### config.mk
export PLATFORM = sky130hd
export DESIGN_NAME = byte_stripping_flat
export DESIGN_NICKNAME = d
export VERILOG_FILES = /design/src/rtl/byte_stripping_pkg.sv /design/src/rtl/byte_stripping_if.sv /design/src/rtl/byte_stripping_stripe_lane_reg.sv /design/src/rtl/byte_stripping.sv /design/src/flat_wrapper.sv
export SDC_FILE = /design/constraint.sdc
export NUM_CORES = 1
export LEC_CHECK = 0
export ABC_AREA = 1
export CAP_MARGIN = 20
export CORE_ASPECT_RATIO = 1.1
export CORE_MARGIN = 2
export CORE_UTILIZATION = 35
export CTS_BUF_LIST = sky130_fd_sc_hd__clkbuf_4 sky130_fd_sc_hd__clkbuf_8
export DETAILED_ROUTE_END_ITERATION = 8
export PLACE_DENSITY = 0.66
export SYNTH_ARGS = -nofsm -noshare
export SYNTH_HDL_FRONTEND = slang
export SYNTH_SLANG_ARGS = --single-unit
### constraint.sdc
create_clock -name clk_2f -period 0.9 [get_ports clk_2f]
set_input_delay 0.135 -clock clk_2f [delete_from_list [all_inputs] [get_ports clk_2f]]
set_output_delay 0.135 -clock clk_2f [all_outputs]
set_load 0.1 [all_outputs]
### src/rtl/byte_stripping_pkg.sv
// Shared definitions for the byte striper: default widths, idle byte and FSM encodings.
// Optional feature macro used across this slice: STRIPE_PARITY_EN.
package byte_stripping_pkg;

  localparam int unsigned DATA_W_DEF    = 8;
  localparam logic [7:0]  IDLE_BYTE_DEF = 8'h00;

  localparam logic [0:0] ST_EMPTY = 1'b0;
  localparam logic [0:0] ST_HALF  = 1'b1;

endpackage

### src/rtl/byte_stripping_if.sv
// Byte-stream input and two-lane striped output bundle for byte_stripping.
// Lane parity members exist only when STRIPE_PARITY_EN is defined.
interface byte_stripping_if #(
  parameter int unsigned DATA_W = 8
);

  logic [DATA_W-1:0] data_in;
  logic              valid_in;
  logic [DATA_W-1:0] data_stripe_0;
  logic [DATA_W-1:0] data_stripe_1;
  logic              valid_stripe_0;
  logic              valid_stripe_1;
`ifdef STRIPE_PARITY_EN
  logic              parity_stripe_0;
  logic              parity_stripe_1;
`endif

  modport master (
    output data_in,
    output valid_in,
`ifdef STRIPE_PARITY_EN
    input  parity_stripe_0,
    input  parity_stripe_1,
`endif
    input  data_stripe_0,
    input  data_stripe_1,
    input  valid_stripe_0,
    input  valid_stripe_1
  );

  modport slave (
    input  data_in,
    input  valid_in,
`ifdef STRIPE_PARITY_EN
    output parity_stripe_0,
    output parity_stripe_1,
`endif
    output data_stripe_0,
    output data_stripe_1,
    output valid_stripe_0,
    output valid_stripe_1
  );

endinterface

### src/rtl/byte_stripping_stripe_lane_reg.sv
// Load-enabled lane output register (data, valid, optional parity) with sync active-low reset.
// Parity output present only when STRIPE_PARITY_EN is defined.
module stripe_lane_reg #(
  parameter int unsigned       DATA_W    = 8,
  parameter logic [DATA_W-1:0] IDLE_BYTE = '0
) (
  input  logic              clk,
  input  logic              reset_L,
  input  logic              load,
  input  logic              d_valid,
  input  logic [DATA_W-1:0] d_data,
`ifdef STRIPE_PARITY_EN
  output logic              q_parity,
`endif
  output logic              q_valid,
  output logic [DATA_W-1:0] q_data
);

  // Invalid lanes always carry the idle byte so stale data is never repeated.
  always_ff @(posedge clk) begin
    if (!reset_L) begin
      q_valid  <= 1'b0;
      q_data   <= IDLE_BYTE;
`ifdef STRIPE_PARITY_EN
      q_parity <= 1'b0;
`endif
    end else if (load) begin
      q_valid  <= d_valid;
      q_data   <= d_valid ? d_data : IDLE_BYTE;
`ifdef STRIPE_PARITY_EN
      q_parity <= d_valid & (^d_data);
`endif
    end
  end

endmodule

### src/rtl/byte_stripping.sv
// Transmit-side byte striper: one clk_2f byte stream split over two half-rate lanes.
// STRIPE_PARITY_EN adds per-lane even parity outputs.
module byte_stripping
  import byte_stripping_pkg::*;
#(
  parameter int unsigned       DATA_W    = DATA_W_DEF,
  parameter logic [DATA_W-1:0] IDLE_BYTE = DATA_W'(IDLE_BYTE_DEF)
) (
  input  logic            clk_2f,
  input  logic            reset_L,
  byte_stripping_if.slave bus
);

  logic              ph;
  logic [0:0]        state;
  logic [DATA_W-1:0] hold;

  logic              lane0_valid;
  logic              lane1_valid;
  logic [DATA_W-1:0] lane0_data;

  // HALF is only ever entered at ph=0, so every ph=1 cycle returns to EMPTY.
  always_ff @(posedge clk_2f) begin
    if (!reset_L) begin
      ph    <= 1'b0;
      state <= ST_EMPTY;
      hold  <= IDLE_BYTE;
    end else begin
      ph <= ~ph;
      if (state == ST_EMPTY && bus.valid_in && !ph) begin
        state <= ST_HALF;
        hold  <= bus.data_in;
      end else begin
        state <= ST_EMPTY;
      end
    end
  end

  // First byte of a period always lands on lane 0.
  always_comb begin
    lane0_valid = 1'b0;
    lane1_valid = 1'b0;
    lane0_data  = bus.data_in;
    if (state == ST_HALF) begin
      lane0_valid = 1'b1;
      lane0_data  = hold;
      lane1_valid = bus.valid_in;
    end else begin
      lane0_valid = bus.valid_in;
    end
  end

  stripe_lane_reg #(
    .DATA_W    (DATA_W),
    .IDLE_BYTE (IDLE_BYTE)
  ) u_lane0 (
    .clk      (clk_2f),
    .reset_L  (reset_L),
    .load     (ph),
    .d_valid  (lane0_valid),
    .d_data   (lane0_data),
`ifdef STRIPE_PARITY_EN
    .q_parity (bus.parity_stripe_0),
`endif
    .q_valid  (bus.valid_stripe_0),
    .q_data   (bus.data_stripe_0)
  );

  stripe_lane_reg #(
    .DATA_W    (DATA_W),
    .IDLE_BYTE (IDLE_BYTE)
  ) u_lane1 (
    .clk      (clk_2f),
    .reset_L  (reset_L),
    .load     (ph),
    .d_valid  (lane1_valid),
    .d_data   (bus.data_in),
`ifdef STRIPE_PARITY_EN
    .q_parity (bus.parity_stripe_1),
`endif
    .q_valid  (bus.valid_stripe_1),
    .q_data   (bus.data_stripe_1)
  );

endmodule

### src/flat_wrapper.sv
// flat-port wrapper written by rule: the top's interface ports become plain ports
module byte_stripping_flat import byte_stripping_pkg::*;
#(
  parameter int unsigned       DATA_W    = DATA_W_DEF,
  parameter logic [DATA_W-1:0] IDLE_BYTE = DATA_W'(IDLE_BYTE_DEF)
)
  (clk_2f, reset_L, bus_data_in, bus_valid_in, bus_data_stripe_0, bus_data_stripe_1, bus_valid_stripe_0, bus_valid_stripe_1);
  byte_stripping_if #(.DATA_W(DATA_W)) bus_i ();
  input  logic clk_2f;
  input  logic reset_L;
  input wire logic [$bits(bus_i.data_in)-1:0] bus_data_in;
  input wire logic [$bits(bus_i.valid_in)-1:0] bus_valid_in;
  output wire logic [$bits(bus_i.data_stripe_0)-1:0] bus_data_stripe_0;
  output wire logic [$bits(bus_i.data_stripe_1)-1:0] bus_data_stripe_1;
  output wire logic [$bits(bus_i.valid_stripe_0)-1:0] bus_valid_stripe_0;
  output wire logic [$bits(bus_i.valid_stripe_1)-1:0] bus_valid_stripe_1;
  assign bus_i.data_in = bus_data_in;
  assign bus_i.valid_in = bus_valid_in;
  assign bus_data_stripe_0 = bus_i.data_stripe_0;
  assign bus_data_stripe_1 = bus_i.data_stripe_1;
  assign bus_valid_stripe_0 = bus_i.valid_stripe_0;
  assign bus_valid_stripe_1 = bus_i.valid_stripe_1;
  byte_stripping #(.DATA_W(DATA_W), .IDLE_BYTE(IDLE_BYTE)) u_core (.clk_2f(clk_2f), .reset_L(reset_L), .bus(bus_i));
endmodule
==> impl_metrics.toml, run 1 <==
[placed_design]
numPortBuffers = 28
place_congestion = 0.762
postPlaceCellArea_um2 = 1760
place_hpwl_um = 2010

[timing]
rsz0062_at_grt = "yes"
min_period_ns = 1.03
finalWorstSetupSlack_ns = -0.128
fin_crit_sh_pct = 114
fin_tns_setup_ns = -3.74
finalSetupViolations = 45
fin_skew_ns = 0.0133
whs_ns = 0.362
max_freq_mhz = 972
slew-limit-headroom_pct = 72.4
worst_pin_slew_ns = 0.413
hold_viol = 0
drv_slew = 0

[detailed_routing]
wl_met3_um = 130
route.top_layer_used = "met4"
wl_per_cell_um = 14.0
wl_met2_um = 1740
drc = 0
drt-initial-drc-count = 32
drtAntennaViolNets = 0
first_pass_iters = 4
drt-met1-wl_um = 1370
drt-total-wl_um = 3270
vias = 1184
post_drt_via_cell_ratio = 5.06

[job]
drv_cap = 0

[cts]
insertion_delay_ns = 0.33
clk_path_buf_depth = 2
cts_num_sinks = 28
cts_tree = "yes"
cts_root_buffer = "clkbuf_4"
clkTransAtPathRegs_ns = 0.16
cts_buffers = 3
htree_levels = 1

[synthesis]
synth_common_cells = "nand2_1, dfxtp_1, nor2_1"
synth_top_area_share_pct = 49.3
syn_area_per_cell_um2 = 7.68
synth_area_um2 = 1140
synth_edf_count = 0
yosys_most_used_dff = "dfxtp_1"
ys_warn_count = 0
syn-num-nets = 159
yosysUniqueCellTypes = 17
ys_async_sr_fraction_pct = 0
synth-seq-cells = 28
synth_area_leaders = "dfxtp_1, nand2_1, nand3_1, nor2_1, buf_6"
yosysMostFrequentCell = "nand2_1"
ys_seq_area_share_pct = 49.3
syn_inst = 148
yosysTopAreaCell = "dfxtp_1"

[power]
ir_drop_mv = 1.05
leakagePower_nw = 0.894
power_density_nw_per_um2 = 1380
power_w = 0.00281

[global_routing]
grt_util_all_layers_pct = 16.5
antenna_found_initial = 0
grt_pass1_vias = 1092
grt_overflow = 0
grt_max_degree = 20
grt_pass1_wl_um = 4830

[critical_path]
path_cells = "buf_12"
critPathLaunchType = "flip-flop"
cp.arrival_ns = 0.89
slowest_stage = "dfxtp_4"
cp.required_ns = 0.76
max_stage_delay_ns = 0.40
path_buf_inv = 1
end_kind = "primary output"
worstPathMaxFanout = 2
path_class = "reg2out"
path_delay_family = "flip-flops"

[floorplanning]
dieArea_um2 = 3720
io_pins = 29
die_x_um = 58.3
die_h_um = 63.8
placementRows = 21
initial_core_util_pct = 37.0
core_area_um2 = 3070

[final_layout]
area_delta_synth_final_pct = 79.4
layout-drive-gt1-share_pct = 46.0
finalNetCount = 212
n_antenna_cell = 0
fill_cells = 238
post-route-cell-area_um2 = 2040

[run_status]
status = "finished, violations left"
violations = "negative setup slack"

[min_path]
min_path_type = "in2reg"
==> power breakdown <==
group / switching (W) / total (W) / internal (W)
Combinational: 0.000372 / 0.000653 / 0.000281
Sequential: 0.0000572 / 0.00133 / 0.00128
Clock: 0.000371 / 0.000821 / 0.000450
==> worst paths after layout <==
check / depth (start not counted) / startpoint / end / slack, ns
setup / recovery: 1 / u_core.u_lane0.q_data[4] / bus_data_stripe_0[4] / -0.13
hold / removal: 3 / reset_L / u_core.u_lane1.q_valid / 0.36
setup reg to reg: 5 / u_core.ph / u_core.hold[0] / -0.11
hold reg to reg: 2 / u_core.u_lane1.q_valid / u_core.u_lane1.q_valid / 0.48
==> cell usage in the layout, fill, tap and decap left out, types with 2 or more instances in the layout <==
master / synthesis / final
nand2_1: 50 / 40
buf_12: 0 / 20
nor2_1: 18 / 17
buf_4: 1 / 14
nand3_1: 15 / 11
nand2_2: 0 / 10
inv_1: 11 / 10
dfxtp_4: 0 / 10
dfxtp_2: 0 / 10
o21ai_1: 1 / 8
clkdlybuf4s50_1: 0 / 8
dfxtp_1: 28 / 8
nand3_2: 1 / 5
buf_6: 4 / 4
nor2_4: 1 / 3
clkbuf_4: 0 / 3
nand4_1: 2 / 2
a21oi_2: 0 / 2
nand3_4: 1 / 2
clkbuf_16: 0 / 2
dlygate4sd2_1: 0 / 2
==> cells by family after synthesis <==
kind of cell / count (synthesis) / synth area share (%)
flip-flops: 28 / 49.3
AND/OR/NAND/NOR: 90 / 36.5
AO/OA/AOI/OAI: 12 / 5.29
buffers and inverters: 18 / 8.92
==> metrics by stage <==
stage	setup slack (ns)	util, %	cells
floorplan	-0.103	-	148
global placement	-0.385	57.3	221
detailed placement	-0.419	57.3	221
CTS	-0.140	61.4	230
global route	-0.164	66.3	234
finish	-0.128	66.3	234
==> sequential cells by signal, summed over array words and instances (netlist names) <==
register and count:
u_core.hold 8, u_core.ph 1, u_core.state 1, u_core.u_lane0.q_data 8
u_core.u_lane0.q_valid 1, u_core.u_lane1.q_data 8, u_core.u_lane1.q_valid 1
==> cell type report <==
cell class	instances	area [um^2]	area share (%)
Timing Repair Buffer	50	698	34.3
Sequential cell	28	611	30.0
Multi-Input combinational cell	105	578	28.4
Inverter	13	56.3	2.76
Tap cell	34	42.5	2.09
Clock inverter	1	30.0	1.47
Clock buffer	3	22.5	1.10
==> worst min-delay path, cell delays in order <==
cell           delay, ns
dlygate4sd2_1       0.30
nand4_4             0.17
nand2_1             0.05
==> repair_timing <==
action                                 CTS  global route
setup endpoints to repair               46            45
cloned                                   3             3
buffers inserted                         2             1
pin swaps                                8            16
gates resized for setup                 16            27
endpoints found under the hold margin    0             0
hold buffers                             0             0
==> per-layer routing <==
metal	GRT usage (%)	up-vias
met5	0	-
met3	2.02	4
met4	4.36	0
li1	-	578
met1	20.5	575
met2	29.6	27
Note: power is estimated with default switching activity, not from simulation.
==> inputs of run 2 (changes only) <==
--- a/config.mk
+++ b/config.mk
@@ -6,7 +6,7 @@
 export NUM_CORES = 1
 export LEC_CHECK = 0
 export ABC_AREA = 1
-export CAP_MARGIN = 20
+export CAP_MARGIN = 0
 export CORE_ASPECT_RATIO = 1.1
 export CORE_MARGIN = 2
 export CORE_UTILIZATION = 35
==> results of run 2 <==
Final layout, timing and power as in run 1 (identical DEF).
